<file path="src/rtl/hex_display_arbiter.sv">
// hex_display_arbiter: round-robin share of one hex byte display between four
// requesters. Each grant is held for at least dwell_cycles clocks.
// Optional build macro: HEX_DISPLAY_ARB_PRIORITY_EN (requester 0 high priority,
// wins any idle arbitration and preempts other owners).
module hex_display_arbiter #(
    parameter int unsigned dwell_cycles = 50000000
) (
    input  logic        clk,
    input  logic        rst_n,
    input  logic [3:0]  req,
    input  logic [31:0] req_byte,
    output logic [3:0]  gnt,
    output logic [1:0]  owner,
    output logic        busy,
    output logic [7:0]  hex_byte
);

    localparam int CW = $clog2(dwell_cycles + 1);
    localparam logic [CW-1:0] CNT_LAST = CW'(dwell_cycles - 1);

    localparam logic [0:0] S_IDLE = 1'b0;
    localparam logic [0:0] S_HOLD = 1'b1;

    logic [0:0]    state_q, state_d;
    logic [3:0]    gnt_q, gnt_d;
    logic [1:0]    owner_q, owner_d;
    logic [1:0]    last_q, last_d;
    logic          busy_q, busy_d;
    logic [7:0]    hex_q, hex_d;
    logic [CW-1:0] cnt_q, cnt_d;

    logic [1:0]    win_idx;
    logic          preempt;
    logic          other_pending;
    logic          do_grant;
    logic [1:0]    grant_idx;
    logic [7:0]    owner_byte;
    logic [7:0]    grant_byte;

    // Round-robin winner: first set req bit in order last+1, last+2, last+3, last.
    // Scanning from the far end lets the nearest candidate overwrite the rest.
    always_comb begin
        win_idx = last_q;
        for (int k = 4; k >= 1; k--) begin
            if (req[last_q + 2'(k)]) win_idx = last_q + 2'(k);
        end
`ifdef HEX_DISPLAY_ARB_PRIORITY_EN
        if (req[0]) win_idx = 2'd0;
`endif
    end

    // Requester 0 may cut into another owner's dwell when priority is enabled.
    always_comb begin
`ifdef HEX_DISPLAY_ARB_PRIORITY_EN
        preempt = (state_q == S_HOLD) && (owner_q != 2'd0) && req[0];
`else
        preempt = 1'b0;
`endif
    end

    assign other_pending = |(req & ~(4'b0001 << owner_q));
    assign owner_byte    = req_byte[{owner_q, 3'b000} +: 8];

    // Next-state: arbitration in IDLE, dwell counting and the decision edge in HOLD.
    always_comb begin
        state_d   = state_q;
        gnt_d     = gnt_q;
        owner_d   = owner_q;
        last_d    = last_q;
        busy_d    = busy_q;
        hex_d     = hex_q;
        cnt_d     = cnt_q;
        do_grant  = 1'b0;
        grant_idx = win_idx;

        case (state_q)
            S_IDLE: begin
                if (|req) do_grant = 1'b1;
            end
            default: begin
                if (preempt) begin
                    do_grant  = 1'b1;
                    grant_idx = 2'd0;
                end else if (cnt_q != CNT_LAST) begin
                    cnt_d = cnt_q + 1'b1;
                    if (req[owner_q]) hex_d = owner_byte;
                end else if (other_pending) begin
                    do_grant = 1'b1;
                end else if (req[owner_q]) begin
                    // Sole requester keeps the display; restart its dwell.
                    cnt_d = '0;
                    hex_d = owner_byte;
                end else begin
                    state_d = S_IDLE;
                    gnt_d   = 4'b0000;
                    busy_d  = 1'b0;
                end
            end
        endcase

        grant_byte = req_byte[{grant_idx, 3'b000} +: 8];
        if (do_grant) begin
            state_d = S_HOLD;
            gnt_d   = 4'b0001 << grant_idx;
            owner_d = grant_idx;
            last_d  = grant_idx;
            busy_d  = 1'b1;
            cnt_d   = '0;
            hex_d   = grant_byte;
        end
    end

    // State and output registers, cleared asynchronously.
    always_ff @(posedge clk or negedge rst_n) begin
        if (!rst_n) begin
            state_q <= S_IDLE;
            gnt_q   <= 4'b0000;
            owner_q <= 2'd0;
            last_q  <= 2'd3;
            busy_q  <= 1'b0;
            hex_q   <= 8'h00;
            cnt_q   <= '0;
        end else begin
            state_q <= state_d;
            gnt_q   <= gnt_d;
            owner_q <= owner_d;
            last_q  <= last_d;
            busy_q  <= busy_d;
            hex_q   <= hex_d;
            cnt_q   <= cnt_d;
        end
    end

    assign gnt      = gnt_q;
    assign owner    = owner_q;
    assign busy     = busy_q;
    assign hex_byte = hex_q;

endmodule

</file>
<file path="config.mk">
export PLATFORM = sky130hd
export DESIGN_NAME = hex_display_arbiter
export DESIGN_NICKNAME = d
export VERILOG_FILES = /design/src/rtl/hex_display_arbiter.sv
export SDC_FILE = /design/constraint.sdc
export NUM_CORES = 1
export LEC_CHECK = 0
export ABC_AREA = 1
export CORE_MARGIN = 3
export CORE_UTILIZATION = 45
export DETAILED_ROUTE_END_ITERATION = 6
export PLACE_DENSITY = 0.7
export SLEW_MARGIN = 20
export SYNTH_ARGS = -nofsm -noshare
export SYNTH_HDL_FRONTEND = slang
export SYNTH_SLANG_ARGS = --single-unit
</file>
<file path="constraint.sdc">
create_clock -name clk -period 2.1 [get_ports clk]
set_input_delay 0.315 -clock clk [delete_from_list [all_inputs] [get_ports clk]]
set_output_delay 0.315 -clock clk [all_outputs]
set_load 0.02 [all_outputs]
</file>
== Yosys cells after proc, flatten, opt, wreduce, memory -nomap -nowiden ==
Index checks and enable logic that the tools add are counted.
Word-level totals
  register bits: 44
  word-level logic and storage cells: 73
  output and inout bits: 15
  bits of input ports: 38
Cells by class
  mux-type cells: 40
  shift operators: 4
  equality and inequality tests: 5
  add/subtract/negate cells: 4
  order comparisons: 4
  reduce and logical (&&, ||, !) cells: 7
  bitwise gates (word level): 2
Operators by type and width (count)
  $mux 26: 5
  $shiftx 32x6->8: 2
  $mux 8: 5
  $add 26x1->26 const B: 1
  $ne 26x26->1 const B: 1
  $mux 4: 5
  $mux 1: 18
  $lt 2x3->1 const B: 4
  $bmux 1 s2: 4
  $reduce_or 4->1: 2
  $shl 1x2->4 const A: 2
  $mux 2: 3
  $add 2x2->2 const B: 2
  $and 4x4->4: 1
  $ne 2x2->1 const B: 2
  $not 4->4: 1
  $reduce_and 4->1: 1
  $ne 3x1->1 const B: 1
  $reduce_and 3->1: 1
  $reduce_bool 3->1: 1
  $add 2x1->2 const B: 1
  $ne 2x1->1 const B: 1
  $reduce_and 2->1: 1
  $reduce_bool 2->1: 1

== Longest topological paths before layout ==
  depth after elaboration: 9
  depth in mapped cells: 17
  depth with buffers taken out: 15

== Least setup slack after synthesis ==
OpenSTA, ideal clock, no wires.
  kind: flip-flop to flip-flop
  start: register cnt_q[0]
  end: register cnt_q[3]
  clock period less this slack: 1825 ps
  arrival time: 1702 ps
  setup slack: 275 ps
  stages on the path, launching flop included: 12
  path buffers: 1
  required time: 1976 ps
  library setup time: 124 ps
  cells stage by stage: dfrtp_1 ha_1 nand2_1 nor2_4 nand3_2 nor2_1 nand3_2 a21oi_4 buf_2 nor2_1 nor2_1 nor3_1
On the way
  word-level cells in the longest chain between the ends: 5
  elaborated cells on any way between the ends: 11
  those cells by class: add/sub (1); eq/ne (2); mux (5); reduce/logical (3)
RTL lines
  from (decl): RTL line 30  | logic [CW-1:0] cnt_q, cnt_d;
  from (signal assigned): RTL line 130  | cnt_q <= cnt_d;
  branches (longest 5 deep; another with $add 26x1->26)
Parallel ways; which one is timed is not known. The select of a mux whose other input is x is not followed.
A chain may end at the register's enable or synchronous reset.

== Worst setup path after layout ==
  start: register cnt_q[1]
  end: register hex_q[2], in the netlist hex_byte[2]
On the way
  word-level cells in the longest chain between the ends: 5
  elaborated cells on any way between the ends: 9
  those cells by class: eq/ne (2); mux (5); reduce/logical (2)
RTL lines
  $ne 26x26->1 (*): RTL line 84  | end else if (cnt_q != CNT_LAST) begin
  $mux 1: RTL line 84
  $mux 1: RTL line 76  | case (state_q)
  $ne 3x1->1 (no source line) / $reduce_bool 2->1 (equally long branches)
  $reduce_and 2->1 (no source line)
  to (signal assigned): RTL line 121  | hex_q <= 8'h00;
  to (signal assigned): RTL line 129  | hex_q <= hex_d;
  to (decl): RTL line 29  | logic [7:0] hex_q, hex_d;
Mark *: on every way between the ends. The rest lies on a longest branch, timed or not. The select of a mux whose other input is x is not followed.

==> key figures <==
Global route
  – Total track usage: 24.4%
  – Largest net degree at the start of global routing: 26
  – Met3 usage in global routing: 3.82%
  – GR Util met1: a little under a third
  – Vias in the first global route: 3207
  – Met2 usage: 43.5%
  – First-pass GRT wire length: 14.9 mm
  – GR peak layer: met2
  – Gr ovfl total: 0
  – Initial antenna violation count: 0

Run
  – Max Cap Viol: 0

Worst setup path
  – Slowest cell on crit path: dfrtp_1
  – Crit path kind: reg2reg
  – CP max stage delay: roughly 0.38 ns
  – Crit path cell chain: ha_2 > nand2_2 > nor2_4 > nand3_4 > nor2_4 > nand3_4 > a21oi_4 > nand2_4 > buf_12 > nand2_8 > nand2_1 > nand3_2 > nand3_2 > nand2_1
  – Bufs and invs on worst path: 1
  – Cell family with most CP delay: simple AND/OR/NAND/NOR gates
  – Worst Path Required: 2.35 ns
  – Startpoint types: flip-flop
  – Critical-path maximum fanout: 6
  – Crit path depth: 14
  – Crit path DAT: 2.39 ns
  – Reg2reg path depth: 14
  – Element type at the critical path end: flip-flop

STA
  – Worst slew margin: approximately three quarters
  – Hold slack: 0.483 ns
  – Final hold violations: 0
  – Max frequency: between 400 and 500 MHz
  – Setup violators final: 3
  – Crit share post-route: 102%
  – Count of final max-slew check failures: 0
  – Min Clock Period, post-route: 2.14 ns
  – RSZ-0062 raised after global routing: yes
  – Final setup TNS: -0.0768 ns
  – Worst Max-Slew Pin Slew: approximately 0.39 ns
  – Final worst slack: -0.0376 ns
  – Clk_skew: 0.00981 ns

Final layout
  – # fillers: about 560
  – Fraction of layout cells with a size suffix above 1: 22.0%
  – Layout net count: 583
  – Diodes inserted: 0
  – Fin util: 67.9%
  – Most common cell after layout, fill and taps aside: nand2_1
  – Most frequent cells in the layout: nand2_1 (117), nand3_1 (52), clkdlybuf4s50_1 (51)
  – Area Growth Syn to Fin: 43.7%

Outcome
  – Violated checks: negative setup slack
  – Status: finished with violations

Routing
  – DRT iter0 DRCs: between 200 and 250
  – Total Wirelength: 9.91 mm
  – WL/cell: 15.9 um
  – DR vias: 3454
  – DRC errors left: 0
  – Vias per cell: 5.55
  – Detail Route Antenna Nets: 0
  – 1st-pass router iterations: 5

Yosys
  – Avg Synthesized Cell Area: slightly below 7 um^2
  – Net Count, Synth: about 500
  – EDFF count, synth: 0
  – Cells after synthesis: roughly 450
  – Synth Register Bits: 44
  – Yosys warns: 0
  – Sequential area share after synthesis: 36.0%
  – Library cells used by synthesis: 31
  – Synth Flop Type: dfrtp_1
  – Synth Cell Area: between 3000 and 4000 um^2
  – FFs w/ async S/R, synth: 100%

Place
  – Pre-CTS WS: -0.189 ns
  – Gpl congestion: 0.956
  – I/O Buffers: 52
  – HPWL Detailed: roughly 6.9 mm

Clocking
  – CTS sink count: 44
  – H-tree levels: 2
  – Clock root buffer: clkbuf_8
  – Clock transition at the registers of the reported paths: 0.09 ns
  – CTS tree: yes
  – TritonCTS buffer count: 5
  – Worst skew pair latency: 0.31 ns
  – Clk buf depth: 2

Hold path
  – Hold Path Stages: 2
  – Hold WC Path Type: reg2reg

Pwr
  – Pwr Total: 2.52 mW
  – Comb pwr share: 35.3%
  – P_sw: 0.914 mW
  – Max rail drop VDD: 0.297 mV
  – Sw Share: 36.3%
  – Clock network power share: 22.7%
  – Seq pwr share: 42.0%
  – Leak: 2.03 nW
  – P per Cell Area: 572 nW/um^2
  – Internal Power: 1.61 mW

Floorplanning
  – Starting Density: 47.3%
  – Die area: 7850 um^2
  – Core Box Area: 6490 um^2
  – Die height: slightly below 90 um
  – FP Rows: 29
  – IO Pins: 53
  – Die outline width: about 90 um
==> Yosys cell counts (4+ instances only) <==
| master | instances | area, um^2 |
|---|---|---|
| xor2_1 | 14 | 123 |
| nand4_1 | 10 | 62.6 |
| nor2_2 | 4 | 25.0 |
| nor2_1 | 34 | 128 |
| a21oi_1 | 4 | 20.0 |
| buf_2 | 7 | 35.0 |
| nand2_1 | 128 | 480 |
| o31ai_1 | 5 | 37.5 |
| nand2_4 | 4 | 45.0 |
| nor3_1 | 24 | 120 |
| inv_1 | 47 | 176 |
| o21ai_1 | 10 | 50.1 |
| nand3_1 | 75 | 375 |
| dfrtp_1 | 42 | 1050 |
| o21ai_0 | 16 | 80.1 |
==> power groups by stage <==
| stage | sequential, mW | clock (mW) | combinational (mW) |
|---|---|---|---|
| final | 1.06 | 0.572 | 0.890 |
| after global routing | 1.07 | 0.625 | 0.977 |
| after CTS | 1.05 | 0.581 | 0.767 |
| after detailed placement | 1.07 | 0 | 0.757 |
| after global placement | 1.07 | 0 | 0.742 |
| after floorplan | 1.07 | 0 | 0.429 |
==> state kept, by name (all words and copies together), names as in the netlist <==
| name | count |
|---|---|
| cnt_q | 26 |
| hex_byte | 8 |
| gnt | 4 |
| last_q | 2 |
| owner | 2 |
| busy | 1 |
| state_q | 1 |
==> worst register-to-register path, cell delays in order, from the launching register on <==
cell     delay [ns]
dfrtp_1        0.38
ha_2           0.21
nand2_2        0.08
nor2_4         0.16
nand3_4        0.11
nor2_4         0.13
nand3_4        0.10
a21oi_4        0.24
nand2_4        0.12
buf_12         0.17
nand2_8        0.08
nand2_1        0.09
nand3_2        0.08
nand3_2        0.08
nand2_1        0.07
==> metal layers <==
metal	wire [um]	vias up	share of wire [%]
li1	-	1670	-
met1	4120	1620	42
met2	5030	142	51
met3	485	22	4.9
met4	276	0	2.8
met5	0	-	0
==> stage by stage <==
stage	std cells	instance area [um^2]
after global routing	622	4410
final	622	4410
after CTS	611	4010
after floorplan	451	3070
after detailed placement	600	3870
after global placement	600	3870
==> cells by family after synthesis <==
| group | share of synthesized area (%) |
|---|---|
| simple gates | 42.5 |
| compound gates | 7.46 |
| xor+xnor | 4.85 |
| fa+ha+maj | 0.408 |
| flops | 36.0 |
| buf+inv | 8.81 |
==> path summary, 6_finish.rpt <==
kind	from	end	slack [ns]
setup / recovery	cnt_q[1]	hex_byte[2]	-0.04
hold / removal	hex_byte[1]	hex_byte[1]	0.48
setup reg to reg	cnt_q[1]	hex_byte[2]	-0.04
hold reg to reg	hex_byte[1]	hex_byte[1]	0.48
max in group asynchronous	rst_n	last_q[1]	1.26
min in group asynchronous	rst_n	cnt_q[9]	0.51
==> final cells by class <==
class | count | area (um^2) | share of cell area, %
clock buffers | 7 | 86.3 | 1.96
clock inverters | 1 | 7.51 | 0.170
inverters | 51 | 196 | 4.45
multi-input cells | 346 | 1980 | 44.9
flip-flops and latches | 44 | 1100 | 25.0
well taps | 77 | 96.3 | 2.18
repair buffers | 96 | 941 | 21.3
==> timing repair <==
item / in CTS / in global routing
endpoints found under the setup margin: 8 / 28
pin swaps: 1 / 30
hold buffers: 1 / 0
buffers inserted: 1 / 8
gates cloned: 1 / 3
endpoints found under the hold margin: 19 / 0
gates resized for setup: 5 / 60
No activity file was read; power rests on OpenSTA's default activity.
